### src/rtl/led_ind_pkg.sv
// led_ind_pkg: shared FSM state encoding and counter-width helper for the LED indicator controller.
package led_ind_pkg;
  typedef enum logic [1:0] {
    LAMP  = 2'd0,
    IDLE  = 2'd1,
    SHOW  = 2'd2,
    ERROR = 2'd3
  } state_t;
  function automatic int cnt_w(input int x);
    return $clog2(x < 2 ? 2 : x);
  endfunction
endpackage

### src/rtl/led_blink_timer.sv
// led_blink_timer: blink prescaler and phase flop for the LED indicator controller.
//   clk, rst_n : clock and asynchronous active-low reset
//   restart    : an accept this cycle, blink sequence starts over with phase ON
//   run        : the controller is displaying in the next cycle
//   phase      : 1 = ON, valid for the cycle that follows the next clock edge
module led_blink_timer
  import led_ind_pkg::*;
#(
  parameter int BLINK_DIV = 25_000_000
) (
  input  logic clk,
  input  logic rst_n,
  input  logic restart,
  input  logic run,
  output logic phase
);
  localparam int W = cnt_w(BLINK_DIV);
  localparam logic [W-1:0] LAST = W'(BLINK_DIV - 1);
  // The state is kept one cycle ahead so the registered LED drive can use it
  // directly; after a restart it already holds the second post-accept cycle.
  localparam logic [W-1:0] CNT_AHEAD = W'(BLINK_DIV == 1 ? 0 : 1);
  localparam logic PH_AHEAD = BLINK_DIV != 1;
  logic [W-1:0] r_cnt;
  logic r_phase;
  logic w_wrap;
  assign w_wrap = r_cnt == LAST;
  always_ff @(posedge clk or negedge rst_n) begin
    if (!rst_n) begin
      r_cnt   <= '0;
      r_phase <= 1'b1;
    end else if (restart) begin
      r_cnt   <= CNT_AHEAD;
      r_phase <= PH_AHEAD;
    end else if (run) begin
      r_cnt   <= w_wrap ? '0 : r_cnt + 1'b1;
      r_phase <= w_wrap ? ~r_phase : r_phase;
    end
  end
  assign phase = r_phase;
endmodule

### src/rtl/led_indicator_ctrl.sv
// led_indicator_ctrl: registered LED indicator showing a classification code with hold, blink and lamp test.
//   clk, rst_n  : clock and asynchronous active-low reset
//   code_valid  : code presented (valid/ready handshake with code_ready)
//   code        : result code; codes >= NUM_CLASSES show the blinking error pattern
//   blink_en    : blink valid-code patterns when 1
//   code_ready  : controller accepts a code (every state except LAMP)
//   leds        : registered active-high LED drive
//   disp_active : a pattern (SHOW) or the error pattern (ERROR) is displayed
module led_indicator_ctrl
  import led_ind_pkg::*;
#(
  parameter int CODE_W      = 3,
  parameter int NUM_LEDS    = 3,
  parameter int NUM_CLASSES = 5,
  parameter int BLINK_DIV   = 25_000_000,
  parameter int HOLD_CYCLES = 100_000_000,
  parameter int LAMP_CYCLES = 50_000_000
) (
  input  logic                clk,
  input  logic                rst_n,
  input  logic                code_valid,
  input  logic [CODE_W-1:0]   code,
  input  logic                blink_en,
  output logic                code_ready,
  output logic [NUM_LEDS-1:0] leds,
  output logic                disp_active
);
  localparam int LW = cnt_w(LAMP_CYCLES);
  localparam int HW = cnt_w(HOLD_CYCLES);
  localparam logic [LW-1:0] LAMP_LOAD = LW'(LAMP_CYCLES - 1);
  localparam logic [HW-1:0] HOLD_LOAD = HW'(HOLD_CYCLES > 0 ? HOLD_CYCLES - 1 : 0);
  state_t r_state, w_state_nx;
  logic [LW-1:0] r_lamp;
  logic [HW-1:0] r_hold;
  logic [NUM_LEDS-1:0] r_pat, r_leds, w_code_pat, w_pat_nx, w_leds_nx;
  logic r_ready, r_disp;
  logic w_accept, w_valid_code, w_expire, w_disp_nx, w_phase, w_phase_on;
  assign w_accept     = code_valid && r_ready;
  assign w_valid_code = 32'(code) < NUM_CLASSES;
  assign w_code_pat   = NUM_LEDS'(code) + NUM_LEDS'(1);
  // HOLD_CYCLES == 0 never expires: the display stays until the next code
  assign w_expire     = HOLD_CYCLES > 0 && r_hold == '0;
  always_ff @(posedge clk or negedge rst_n) begin
    if (!rst_n) r_state <= LAMP;
    else        r_state <= w_state_nx;
  end
  always_comb begin
    w_state_nx = r_state;
    if (r_state == LAMP)
      w_state_nx = r_lamp == '0 ? IDLE : LAMP;
    else if (w_accept)
      w_state_nx = w_valid_code ? SHOW : ERROR;
    else if (r_state != IDLE && w_expire)
      w_state_nx = IDLE;
  end
  always_ff @(posedge clk or negedge rst_n) begin
    if (!rst_n) begin
      r_lamp <= LAMP_LOAD;
      r_hold <= '0;
      r_pat  <= '0;
    end else begin
      if (r_state == LAMP && r_lamp != '0) r_lamp <= r_lamp - 1'b1;
      if (w_accept) r_hold <= HOLD_LOAD;
      else if ((r_state == SHOW || r_state == ERROR) && r_hold != '0) r_hold <= r_hold - 1'b1;
      if (w_accept && w_valid_code) r_pat <= w_code_pat;
    end
  end
  led_blink_timer #(.BLINK_DIV(BLINK_DIV)) u_blink (
    .clk     (clk),
    .rst_n   (rst_n),
    .restart (w_accept),
    .run     (w_disp_nx),
    .phase   (w_phase)
  );
  // Output registers are loaded from next-state values so an accept at an
  // edge shows its pattern in the very next cycle.
  always_comb begin
    w_disp_nx  = w_state_nx == SHOW || w_state_nx == ERROR;
    w_pat_nx   = (w_accept && w_valid_code) ? w_code_pat : r_pat;
    w_phase_on = w_accept || w_phase;
    w_leds_nx  = w_state_nx == LAMP ? '1 :
                 w_state_nx == SHOW ? ((!blink_en || w_phase_on) ? w_pat_nx : '0) :
                 (w_state_nx == ERROR && w_phase_on) ? '1 : '0;
  end
  always_ff @(posedge clk or negedge rst_n) begin
    if (!rst_n) begin
      r_leds  <= '1;
      r_ready <= 1'b0;
      r_disp  <= 1'b0;
    end else begin
      r_leds  <= w_leds_nx;
      r_ready <= w_state_nx != LAMP;
      r_disp  <= w_disp_nx;
    end
  end
  assign leds        = r_leds;
  assign code_ready  = r_ready;
  assign disp_active = r_disp;
endmodule
### config.mk
export PLATFORM = sky130hd
export DESIGN_NAME = led_indicator_ctrl
export DESIGN_NICKNAME = d
export VERILOG_FILES = /design/src/rtl/led_ind_pkg.sv /design/src/rtl/led_blink_timer.sv /design/src/rtl/led_indicator_ctrl.sv
export SDC_FILE = /design/constraint.sdc
export NUM_CORES = 1
export LEC_CHECK = 0
export ABC_AREA = 1
export BUFFER_PORTS_ARGS = -buffer_cell sky130_fd_sc_hd__buf_4
export CORE_UTILIZATION = 40
export DETAILED_ROUTE_END_ITERATION = 7
export GPL_ROUTABILITY_DRIVEN = 0
export PLACE_DENSITY_LB_ADDON = 0.25
export RECOVER_POWER = 25
export SLEW_MARGIN = 10
export SYNTH_ARGS = -nofsm -noshare
export SYNTH_HDL_FRONTEND = slang
export SYNTH_SLANG_ARGS = --single-unit
### constraint.sdc
create_clock -name clk -period 2.1 [get_ports clk]
set_clock_uncertainty 0.1 [all_clocks]
set_input_delay 0 -clock clk [delete_from_list [all_inputs] [get_ports clk]]
set_output_delay 0 -clock clk [all_outputs]
set_load 0.01 [all_outputs]
* Yosys cells after proc, flatten, opt, wreduce, memory -nomap -nowiden
Cells that the tools add are included.
Operators by class: $add $sub $neg 4, $lt $le $gt $ge 1, equal/unequal tests 6, muxes and demuxes 18, bitwise gates (word level) 1, reductions and logical operators 22
Operators with widths (count):
- $mux W25 | 3
- $mux W27 | 2
- $logic_not A27 Y1 | 1
- $reduce_bool A27 Y1 | 1
- $sub A27 B1 Y27 const B | 1
- $logic_not A26 Y1 | 1
- $reduce_bool A26 Y1 | 1
- $sub A26 B1 Y26 const B | 1
- $add A25 B1 Y25 const B | 1
- $eq A25 B25 Y1 const B | 1
- $mux W3 | 5
- $eq A2 B2 Y1 const B | 4
- $reduce_bool A2 Y1 | 4
- $logic_and A1 B1 Y1 | 6
- $mux W2 | 3
- $mux W1 | 5
- $logic_not A2 Y1 | 2
- $logic_or A1 B1 Y1 | 4
- $add A3 B1 Y3 const B | 1
- $lt A3 B3 Y1 const B | 1
- $ne A2 B1 Y1 const B | 1
- $reduce_and A2 Y1 | 1
- $logic_not A1 Y1 | 1
- $not A1 Y1 | 1
Word-level totals: register bits after elaboration 89, input port bits 7, output and inout bits 5, word-level logic and storage cells 61

* Depth between registers and ports, before layout
depth after elaboration 10, depth in mapped cells 11, depth with buffers taken out 11

* By module
Synthesis repeated with hierarchy kept, for this count alone.
Second synthesis, totals: cell total of the unflattened synthesis 725, area total of the unflattened synthesis 5285.1 µm²
By module, submodules not included:
- led_indicator_ctrl | instances 1, cells each 472, area an instance 3618.5 µm², sequential area each 1602.8 µm²
- led_blink_timer | instances 1, cells each 253, area an instance 1666.6 µm², sequential area each 651.9 µm²

* Least setup slack after synthesis
No wires, ideal clock.
kind register to register, from register r_lamp[0], to register r_lamp[16], setup time 0.117 ns, arrival time 1.536 ns, data required time 1.883 ns, setup slack 0.347 ns, cell stages (with the launch flop) 10, path buffers 1, clock period less this slack 1.753 ns, cell sequence dfstp_2 > inv_1 > ha_1 > nand4_1 > nor2_1 > a21oi_4 > buf_6 > nand3_1 > nand2_1 > nand2_1
On the way: word-level cells in the longest chain between the ends 2, elaborated cells on any way between the ends 3, classes of those cells add/sub (1); reduce/logical (2)
RTL lines:
- from (decl) | line led_indicator_ctrl.sv:33 | logic [LW-1:0] r_lamp;
- from (signal assigned) | line led_indicator_ctrl.sv:62 | if (r_state == LAMP && r_lamp != '0) r_lamp <= r_lamp - 1'b1;
- parallel branches: the longest is 2 deep, another holds $sub A26 B1 Y26
Several ways; the timed one is not identified. A chain may end at the register's enable or synchronous reset.

* Worst setup path after layout
from register r_hold[0], to register u_blink.r_cnt[6]
On the way: word-level cells in the longest chain between the ends 8, elaborated cells on any way between the ends 9, classes of those cells eq/ne (2); mux (3); reduce/logical (4)
RTL lines:
- from (decl) | line led_indicator_ctrl.sv:34 | logic [HW-1:0] r_hold;
- from (signal assigned) | line led_indicator_ctrl.sv:64 | else if ((r_state == SHOW || r_state == ERROR) && r_hold != '0) r_hold <= r_hold - 1'b1;
- $logic_not A27 Y1 (*) | line led_indicator_ctrl.sv:42 | assign w_expire = HOLD_CYCLES > 0 && r_hold == '0;
- $logic_and A1 B1 Y1 (*) | line led_indicator_ctrl.sv:53 | else if (r_state != IDLE && w_expire)
- $mux W2 (*) | line led_indicator_ctrl.sv:53
- $mux W2 (*) | line led_indicator_ctrl.sv:51 | else if (w_accept)
- $mux W2 (*) | line led_indicator_ctrl.sv:49 | if (r_state == LAMP)
- $eq A2 B2 Y1 | line led_indicator_ctrl.sv:78 | w_disp_nx = w_state_nx == SHOW || w_state_nx == ERROR;
- $logic_or A1 B1 Y1 (*) | line led_indicator_ctrl.sv:78
- $reduce_bool A2 Y1 (no line) (*)
- to (signal assigned) | line led_blink_timer.sv:35 | r_cnt <= w_wrap ? '0 : r_cnt + 1'b1;
- to (decl) | line led_blink_timer.sv:23 | logic [W-1:0] r_cnt;
Every way passes the cells marked *; elsewhere a longest branch is shown, timed or not.

==> out/metrics.cfg <==
[pwr]
power_density_nw_per_um2=607
leakagePower_nw=2.78
power_mw=3.75
peakVddDrop_uv=443

[worst_setup_path]
crit_arrival_ps=2050
critPathLaunchType=flop
critPathKind=reg2reg
slowest_delay_ps=380
crit_path_cell_trace=inv_1 > ha_1 > nand3_1 > nor2_1 > nand3_2 > nand2_4 > nand2_4 > inv_4 > o21ai_0
critPathBufInv=2
worst_path_max_delay_cell=dfrtp_1
critical_path.most_common_cell=nand2_4
cp_top_family=simple AND/OR/NAND/NOR gates
cp_data_required_time_ps=2220
cp_max_fo=27
path_depth=9
reg2reg_depth=9
crit_path_end_kind=flop

[floorplan]
fp-row-count=42
die_h_um=119
coreArea_um2=13300
fp.dieW_um=119
ios=12
start_util_pct=41.3
die-area_um2=14200

[placement]
dp.final_hpwl_um=9500
portBuffers=11
dp.cells=953
dp_slack_ps=48.4

[synthesis]
async_flop_share_pct=100
synthesis.area_um2=5500
yosys.cell_types.count=38
synth_enable_flop_cells=0
syn_nets=782
yosysTopAreaCellShare_pct=30.5
avgSynthCellArea_um2=7.15
synth_top_area_cell=dfrtp_1
synth-seq-area-share_pct=41.0
synth-main-ff-cell=dfrtp_1
synth.top_cells.by_area=dfrtp_1 31%, nand2_1 15%, dfstp_2 11%
netlist_instances=769
yosysWarningCount=0
synth-seq-cells=89

[detailed_routing]
vias=4919
wl_um=13300
routedWlPerCell_um=13.6
postRouteAntennaNets=0
detail_route.iter0.violations=320
drcViolationCount=0
drtPass1Iterations=5
avgViaCountPerCell=5.05

[global_route]
busiest_layer=met2
grt_use_met1_pct=26.5
use_met3_pct=3.35
grt_pass1_vias=4859
grt_pass1_wl_um=23100
use_met2_pct=34.1
overflow=0
grt_usage_pct=20.4
grt_max_degree=46
antenna_found_initial=0

[run]
maxCapViolations=0

[clock_tree]
cts.clk_slew.worst_paths_ps=70
cts_tree=built
cts_root_buf=clkbuf_16
cts-htree-levels=3
clockBufferDepth=2
post-cts-setup-buffers=0
insertion_delay_ps=350
numCtsBuffers=9
clock-sinks=89

[status]
status=completed

[final_layout]
diodes=0
drive_above_1_share_pct=11.5
layout_common_cells=225 x nand2_1, 131 x nor2_1, 72 x nand3_1
final_common_cell=nand2_1
final_cells=974
syn2layout_area_growth_pct=12.5
num-fill-cells=1312
nets=806

[hold_path]
hold_path_class=in2reg
min_path_cells=6

[timing]
rsz0062_at_grt=no
setup_viol=0
fin_crit_sh_pct=92.3
setup_ws_ps=162
final_max_slew_viol_count=0
hold_viol=0
setup_tns_ps=0
layout_min_cycle_time_ps=1940
clock.fmax_mhz=516
max-slew-margin-rel_pct=19.5
worst_slew_pin_slew_ps=1210
holdWs_ps=29.0

stage by stage:
| step | cell area [um2] | utilization (%) |
|---|---|---|
| after detailed placement | 5790 | 43.6 |
| after floorplan | 5500 | - |
| final | 6180 | 46.5 |
| after global placement | 5790 | 43.6 |
| after global routing | 6180 | 46.5 |
| after CTS | 6150 | 46.3 |
flip-flops by register name, summed over array words and instances (netlist names):
signal and cells:
leds 3, r_state 2, u_blink.phase 1, r_lamp 26, disp_active 1, u_blink.r_cnt 25
code_ready 1, r_hold 27, r_pat 3
area by class of cell:
type                            count  area, um2  share of cell area, %
Clock buffer                       12        246                   3.99
Clock inverter                      4       77.6                   1.26
Inverter                           69        268                   4.33
Multi-Input combinational cell    593       2870                   46.4
Sequential cell                    89       2250                   36.5
Tap cell                          176        220                   3.56
Timing Repair Buffer               30        236                   3.83
Timing Repair inverter              1       7.51                  0.121
metal layers:
metal / part of all wire [%] / wire (um)
met1: 47 / 6270
met5: 0 / 0
met2: 48 / 6310
met3: 3.7 / 497
met4: 1.4 / 187
cells in the mapped netlist, drive strengths merged, types with 12 or more instances:
cell type  instances
buf               13
dfrtp             67
dfstp             22
inv               68
nand2            231
nand3             73
nand4             21
nor2             143
nor3              14
o21ai             37
xnor2             12
xor2              27
kinds of logic after synthesis:
| kind of cell | after synthesis | share of synthesized area [%] |
|---|---|---|
| simple gates | 494 | 38.8 |
| flops | 89 | 41.0 |
| buf+inv | 87 | 6.92 |
| compound gates | 54 | 5.51 |
| xor+xnor | 39 | 6.35 |
| fa+ha+maj | 6 | 1.37 |
tightest hold or removal path, stage by stage:
cell and delay, ps:
buf_4 80, inv_1 30, nor2_1 170, nor2_1 70, nor2_1 90, a21oi_1 50
power breakdown:
part,internal [mW],switching (mW)
sequential,1.76,0.0188
combinational,0.0688,0.129
clock,1.08,0.697
final timing paths:
kind | start | endpoint | slack [ps]
hold reg to reg | r_lamp[25] | r_lamp[25] | 370
max in group asynchronous | rst_n | r_hold[25] | 590
hold / removal | blink_en | leds[2] | 30
setup / recovery | r_hold[0] | u_blink.r_cnt[6] | 160
setup reg to reg | r_hold[0] | u_blink.r_cnt[6] | 160
min in group asynchronous | rst_n | u_blink.r_cnt[4] | 340
what timing repair did:
item | 4_1_cts | 5_1_grt
endpoints found under the setup margin | 0 | 36
hold buffers | 4 | 0
endpoints found under the hold margin | 46 | 0
resized for setup | 0 | 11
Note: power is estimated with default switching activity, not from simulation.
